[config.mk]
export PLATFORM = sky130hd
export DESIGN_NAME = placar_bcd
export DESIGN_NICKNAME = d
export VERILOG_FILES = /design/src/rtl/placar_pkg.sv /design/src/rtl/bin_bcd_serial.sv /design/src/rtl/placar_bcd.sv
export SDC_FILE = /design/constraint.sdc
export NUM_CORES = 1
export LEC_CHECK = 0
export BUFFER_PORTS_ARGS = -buffer_cell sky130_fd_sc_hd__buf_2
export CORE_MARGIN = 10
export CORE_UTILIZATION = 53
export DETAILED_ROUTE_END_ITERATION = 8
export PLACE_DENSITY_LB_ADDON = 0.3
export SLEW_MARGIN = 10
export SYNTH_ARGS = -nofsm -noshare
export SYNTH_HDL_FRONTEND = slang
export SYNTH_HIERARCHICAL = 1
export SYNTH_SLANG_ARGS = --single-unit
[constraint.sdc]
create_clock -name clk -period 1.85 [get_ports clk]
set_clock_uncertainty 0.15 [all_clocks]
set_input_delay 0 -clock clk [delete_from_list [all_inputs] [get_ports clk]]
set_output_delay 0 -clock clk [all_outputs]
set_load 0.005 [all_outputs]
[src/rtl/placar_pkg.sv]
// Shared constants and the FSM state encoding for the score/BCD front end.
// Latency: none; declarations only.
// Backpressure: none; declarations only.
package placar_pkg;

  localparam int SCORE_W_DEF   = 10;
  localparam int MAX_SCORE_DEF = 999;
  localparam int BCD_DIGITS    = 3;

  typedef enum logic [1:0] {
    ST_IDLE  = 2'd0,
    ST_LOAD  = 2'd1,
    ST_SHIFT = 2'd2,
    ST_STORE = 2'd3
  } state_t;

endpackage

[src/rtl/bin_bcd_serial.sv]
// Serial double-dabble converter: binary score to three BCD nibbles.
// Latency: load edge plus SCORE_W shift edges; done_o is high during the final shift cycle.
// Backpressure: none; a load restarts the conversion, results hold until the next load.
module bin_bcd_serial
  import placar_pkg::*;
#(
  parameter int SCORE_W = SCORE_W_DEF
) (
  input  logic               clk_i,
  input  logic               reset_i,
  input  logic               load_i,
  input  logic [SCORE_W-1:0] score_i,
  output logic               done_o,
  output logic [3:0]         bcd0_o,
  output logic [3:0]         bcd1_o,
  output logic [3:0]         bcd2_o
);

  localparam int REG_W = SCORE_W + 4 * BCD_DIGITS;
  localparam int CNT_W = $clog2(SCORE_W + 1);
  localparam logic [CNT_W-1:0] CNT_ONE  = CNT_W'(1);
  localparam logic [CNT_W-1:0] CNT_LAST = CNT_W'(SCORE_W - 1);

  logic [REG_W-1:0] sreg_q, sreg_d;
  logic [REG_W-1:0] adj;
  logic [CNT_W-1:0] cnt_q, cnt_d;
  logic             run_q, run_d;
  logic             last;

  // Add-3 correction on every BCD nibble that is 5 or more, ahead of the shift.
  always_comb begin
    adj = sreg_q;
    for (int d = 0; d < BCD_DIGITS; d++) begin
      if (sreg_q[SCORE_W + 4*d +: 4] >= 4'd5) begin
        adj[SCORE_W + 4*d +: 4] = sreg_q[SCORE_W + 4*d +: 4] + 4'd3;
      end
    end
  end

  assign last = run_q && (cnt_q == CNT_LAST);

  // Load seeds the register; each running cycle does one correct-and-shift iteration.
  always_comb begin
    sreg_d = sreg_q;
    cnt_d  = cnt_q;
    run_d  = run_q;
    if (load_i) begin
      sreg_d = {{(4*BCD_DIGITS){1'b0}}, score_i};
      cnt_d  = '0;
      run_d  = 1'b1;
    end else if (run_q) begin
      // The top bit falls off: the hundreds carry is never needed for scores up to 999.
      sreg_d = {adj[REG_W-2:0], 1'b0};
      cnt_d  = cnt_q + CNT_ONE;
      if (last) begin
        run_d = 1'b0;
      end
    end
  end

  // Converter state register; reset abandons any conversion in flight.
  always_ff @(posedge clk_i) begin
    if (reset_i) begin
      sreg_q <= '0;
      cnt_q  <= '0;
      run_q  <= 1'b0;
    end else begin
      sreg_q <= sreg_d;
      cnt_q  <= cnt_d;
      run_q  <= run_d;
    end
  end

  assign done_o = last;
  assign bcd0_o = sreg_q[SCORE_W     +: 4];
  assign bcd1_o = sreg_q[SCORE_W + 4 +: 4];
  assign bcd2_o = sreg_q[SCORE_W + 8 +: 4];

endmodule

[src/rtl/placar_bcd.sv]
// Score keeper: two saturating scores, converted to BCD and published as one coherent snapshot.
// Latency: outputs follow a score change 25 edges after it registers (IDLE, 2 x LOAD/10 SHIFT/STORE).
// Backpressure: none; points during a conversion set pending and trigger a follow-up conversion.
module placar_bcd
  import placar_pkg::*;
#(
  parameter int SCORE_W   = SCORE_W_DEF,
  parameter int MAX_SCORE = MAX_SCORE_DEF
) (
  input  logic               clk,
  input  logic               reset,
  input  logic               point1,
  input  logic               point2,
  input  logic               clear_scores,
  output logic [SCORE_W-1:0] score1,
  output logic [SCORE_W-1:0] score2,
  output logic [3:0]         dig0_dec,
  output logic [3:0]         dig1_dec,
  output logic [3:0]         dig2_dec,
  output logic [3:0]         dig3_dec,
  output logic [3:0]         dig4_dec,
  output logic [3:0]         dig5_dec,
  output logic               busy
);

  localparam logic [SCORE_W-1:0] SC_ONE = SCORE_W'(1);
  localparam logic [SCORE_W-1:0] SC_MAX = SCORE_W'(MAX_SCORE);

  // Live scores and change tracking
  logic [SCORE_W-1:0] s1_q, s1_d, s2_q, s2_d;
  logic               pending_q, pending_d;
  logic               changed;

  // Conversion FSM and snapshot latches
  state_t             state_q, state_d;
  logic               sel_q, sel_d;
  logic [SCORE_W-1:0] lat1_q, lat1_d, lat2_q, lat2_d;
  logic [11:0]        hold_q, hold_d;

  // Published snapshot
  logic [SCORE_W-1:0] score1_q, score1_d, score2_q, score2_d;
  logic [23:0]        digs_q, digs_d;

  // Converter hookup
  logic               cv_load;
  logic [SCORE_W-1:0] cv_score;
  logic               cv_done;
  logic [3:0]         cv_b0, cv_b1, cv_b2;

  // Live score update: clear wins, otherwise saturating increments.
  always_comb begin
    s1_d = s1_q;
    s2_d = s2_q;
    if (clear_scores) begin
      s1_d = '0;
      s2_d = '0;
    end else begin
      if (point1 && (s1_q != SC_MAX)) s1_d = s1_q + SC_ONE;
      if (point2 && (s2_q != SC_MAX)) s2_d = s2_q + SC_ONE;
    end
  end

  assign changed = (s1_d != s1_q) || (s2_d != s2_q);

  // Pending: a change on the same edge as IDLE->LOAD must survive the clear.
  always_comb begin
    pending_d = pending_q;
    if (changed) begin
      pending_d = 1'b1;
    end else if ((state_q == ST_IDLE) && pending_q) begin
      pending_d = 1'b0;
    end
  end

  // Conversion sequencing: score1 first (sel=0), then score2, then publish everything at once.
  always_comb begin
    state_d  = state_q;
    sel_d    = sel_q;
    lat1_d   = lat1_q;
    lat2_d   = lat2_q;
    hold_d   = hold_q;
    score1_d = score1_q;
    score2_d = score2_q;
    digs_d   = digs_q;
    cv_load  = 1'b0;
    case (state_q)
      ST_IDLE: begin
        if (pending_q) begin
          lat1_d  = s1_q;
          lat2_d  = s2_q;
          sel_d   = 1'b0;
          state_d = ST_LOAD;
        end
      end
      ST_LOAD: begin
        cv_load = 1'b1;
        state_d = ST_SHIFT;
      end
      ST_SHIFT: begin
        if (cv_done) state_d = ST_STORE;
      end
      ST_STORE: begin
        if (!sel_q) begin
          hold_d  = {cv_b2, cv_b1, cv_b0};
          sel_d   = 1'b1;
          state_d = ST_LOAD;
        end else begin
          score1_d = lat1_q;
          score2_d = lat2_q;
          digs_d   = {hold_q, cv_b2, cv_b1, cv_b0};
          state_d  = ST_IDLE;
        end
      end
      default: state_d = ST_IDLE;
    endcase
  end

  assign cv_score = sel_q ? lat2_q : lat1_q;

  // All state registers; reset has priority and aborts any conversion.
  always_ff @(posedge clk) begin
    if (reset) begin
      s1_q      <= '0;
      s2_q      <= '0;
      pending_q <= 1'b0;
      state_q   <= ST_IDLE;
      sel_q     <= 1'b0;
      lat1_q    <= '0;
      lat2_q    <= '0;
      hold_q    <= '0;
      score1_q  <= '0;
      score2_q  <= '0;
      digs_q    <= '0;
    end else begin
      s1_q      <= s1_d;
      s2_q      <= s2_d;
      pending_q <= pending_d;
      state_q   <= state_d;
      sel_q     <= sel_d;
      lat1_q    <= lat1_d;
      lat2_q    <= lat2_d;
      hold_q    <= hold_d;
      score1_q  <= score1_d;
      score2_q  <= score2_d;
      digs_q    <= digs_d;
    end
  end

  bin_bcd_serial #(
    .SCORE_W (SCORE_W)
  ) u_conv (
    .clk_i   (clk),
    .reset_i (reset),
    .load_i  (cv_load),
    .score_i (cv_score),
    .done_o  (cv_done),
    .bcd0_o  (cv_b0),
    .bcd1_o  (cv_b1),
    .bcd2_o  (cv_b2)
  );

  assign score1   = score1_q;
  assign score2   = score2_q;
  assign dig0_dec = digs_q[3:0];
  assign dig1_dec = digs_q[7:4];
  assign dig2_dec = digs_q[11:8];
  assign dig3_dec = digs_q[15:12];
  assign dig4_dec = digs_q[19:16];
  assign dig5_dec = digs_q[23:20];
  assign busy     = (state_q != ST_IDLE);

endmodule
==> impl_metrics.csv <==
group,metric,value,unit
cts,clk_latency,0.52,ns
timing,setup_violations,0,
yosys,ys.flop_type,"dfxtp_1",
grt,antenna_found_initial,0,
grt,grt_pass1_vias,4754,
yosys,synthArstFlopShare,0,%
routing,num_vias,4976,
cells_and_area,num-fill-cells,869,
cts,cts_tree,"done",
yosys,synth.area.top_cells,"dfxtp_1, nand2_1, a21oi_1, mux2_2, ha_1",
yosys,ys_warn_count,6,
cells_and_area,post-route-util,65.7,%
routing,drc,0,
worst_setup_path,cp_max_fo,5,
die,fp.dieH,123,um
worst_setup_path,crit_type,"flip-flop to flip-flop",
cells_and_area,seq_area,2550,sq um
yosys,netlist_instances,684,
die,io_pins,50,
cells_and_area,drive_gt1_share,20.9,%
worst_setup_path,required,2.11,ns
yosys,synthesis.area,5590,sq um
placed_design,place_area,6140,sq um
cts,clk_path_buf_depth,2,
cts,htreeDepth,4,
routing,firstDrtPassIters,5,
placed_design,numPortBuffers,49,
yosys,yosys-top-cells-count,"nand2_1, dfxtp_1, a21oi_1, nor2_1, clkbuf_1",
cells_and_area,nets,775,
worst_setup_path,cp-end-kind,"flip-flop",
worst_setup_path,critPathSlowestCell,"or4_1",
pwr,powerDensity,1030,nW/um^2
yosys,syn_nets,703,
cells_and_area,antennaDiodeCount,0,
timing,finalCriticalPeriod,1.78,ns
timing,final_hold_viol_count,0,
die,rows,37,
cells_and_area,fin_area,6750,sq um
cts,clkSlewWorstSetupHoldPaths,0.06,ns
timing,timing.final.crit_share,96.3,%
worst_setup_path,crit_family,"simple AND/OR/NAND/NOR gates",
pwr,leakagePower,2.53,nW
routing,routed_wl,13.8,mm
cts,clockRootBuffer,"clkbuf_8",
routing,drtAntennaViolNets,0,
yosys,syn_avg_cell_area,8.17,sq um
yosys,synth_edf_count,0,
yosys,synth-seq-cells,127,
timing,max_freq,561,MHz
grt,grt_use_total,18.8,%
yosys,synth_area_leader_cell,"dfxtp_1",
worst_setup_path,arrival,2.04,ns
yosys,ys_types,53,
run_status,status,"finished, final reports clean",
cts,cts.sinks,127,
grt,grt_pass1_wl,23.0,mm
routing,initialDrtViolationCount,464,
routing,vias_per_cell,5.50,
routing,wl_per_cell,15.3,um
min_path,worstHoldPathType,"input pin to flip-flop",
worst_setup_path,crit_chain,"or4_1, o21ai_1, nand3_1, o41a_1",
pwr,ir_drop,583,uV
die,die_x,123,um
placed_design,place.gp.congestion,0.882,
grt,grt_max_degree,48,
placed_design,place_hpwl,9.55,mm
worst_setup_path,path_buf_inv,0,
timing,worst_slew_pin_slew,0.481,ns
yosys,synth.most_common_cell,"nand2_1",
worst_setup_path,startpoint_type,"flip-flop",
timing,report.final.slew_viol_count,0,
cells_and_area,syn_to_final_growth,20.9,%
die,coreArea,10300,sq um
timing,tns,0,ns
timing,rsz0062_at_grt,"no",
die,initial_core_util,54.3,%
worst_setup_path,cp_slowest_stage_delay,0.53,ns
grt,grt_overflow,0,
cts,numCtsBuffers,17,
yosys,ys_seq_area_share,45.5,%
job,drv_cap,0,
yosys,yosysTopAreaCellShare,45.5,%
timing,slew_headroom,67.9,%
cells_and_area,multi_input_area,2800,sq um
die,die_area,15000,sq um
==> power breakdown <==
part	switching (mW)	total (mW)	internal, mW
Combinational	0.687	1.14	0.454
Sequential	0.113	2.94	2.82
Clock	1.18	2.88	1.70
Total	1.98	6.96	4.98
==> per-layer routing <==
metal	GRT usage, %	part of all wire [%]	up-vias
met1	23.8	45	2359
met5	0	0	-
li1	-	-	2460
met3	4.55	5.9	31
met4	7.95	1.8	0
met2	29.9	47	126
==> state kept, by name, summed over array words and instances (netlist names), 4 cells and up <==
signal / flops
score1: 10
lat2_q: 10
digs_q: 24
hold_q: 12
s1_q: 10
score2: 10
s2_q: 10
u_conv/sreg_q: 22
lat1_q: 10
u_conv/cnt_q: 4
==> area by class of cell <==
class	count	area share, %
sequential	127	37.7
inverter	21	1.17
clock inverter	10	0.945
clock buffer	22	6.71
tap	136	2.52
multi-input combinational	493	41.4
timing repair buffer	96	9.56
==> repair_timing <==
item,CTS,global route
setup buffers,0,1
hold endpoints to repair,121,0
setup endpoints to repair,1,4
resized for setup,1,12
hold buffers,4,0
pin swaps,0,5
==> final timing paths <==
path,cells after the start,startpoint,slack (ns),end
max,4,s2_q[8],0.07,pending_q
min,4,point2,0.27,s2_q[2]
max reg2reg,4,s2_q[8],0.07,pending_q
min reg2reg,2,score1[4],0.30,score1[4]
==> through the flow <==
stage	total power [mW]	hold WS, ns	cells	setup WS, ns
finish	6.96	0.269	905	0.0687
global route	7.23	0.298	905	0.00361
CTS	6.94	0.258	904	0.00819
detailed placement	4.08	0.248	868	0.00638
global placement	4.03	0.252	868	0.0833
floorplan	3.78	-0.0776	684	0.000821
==> worst reg2reg max path, cell delays in order (launching register included) <==
cell,delay [ns]
dfxtp_1,0.35
or4_1,0.53
o21ai_1,0.14
nand3_1,0.10
o41a_1,0.41
==> cells in the final DEF (no fill, tap or decap), types with 8 or more instances in the layout <==
cell type | synthesis | layout
xor2_1 | 8 | 8
dfxtp_1 | 127 | 124
clkbuf_16 | 0 | 16
o21ai_0 | 11 | 10
nor2_1 | 46 | 46
buf_4 | 0 | 40
ha_1 | 14 | 13
nand2_1 | 181 | 180
nand3_1 | 18 | 18
inv_1 | 21 | 20
buf_2 | 6 | 49
mux2_2 | 19 | 19
a21oi_1 | 92 | 92
mux2i_1 | 13 | 13
xnor2_1 | 9 | 9
==> kinds of logic (layout without fill, tap and decap cells) <==
group | count (synthesis) | after routing | share of synthesized area, %
fa+ha+maj | 14 | 14 | 3.14
buf+inv | 64 | 149 | 5.38
flops | 127 | 127 | 45.5
xor+xnor | 17 | 17 | 2.67
simple gates | 294 | 294 | 23.1
mux | 32 | 32 | 6.16
compound gates | 136 | 136 | 14.0
(Power assumes the default switching activity.)
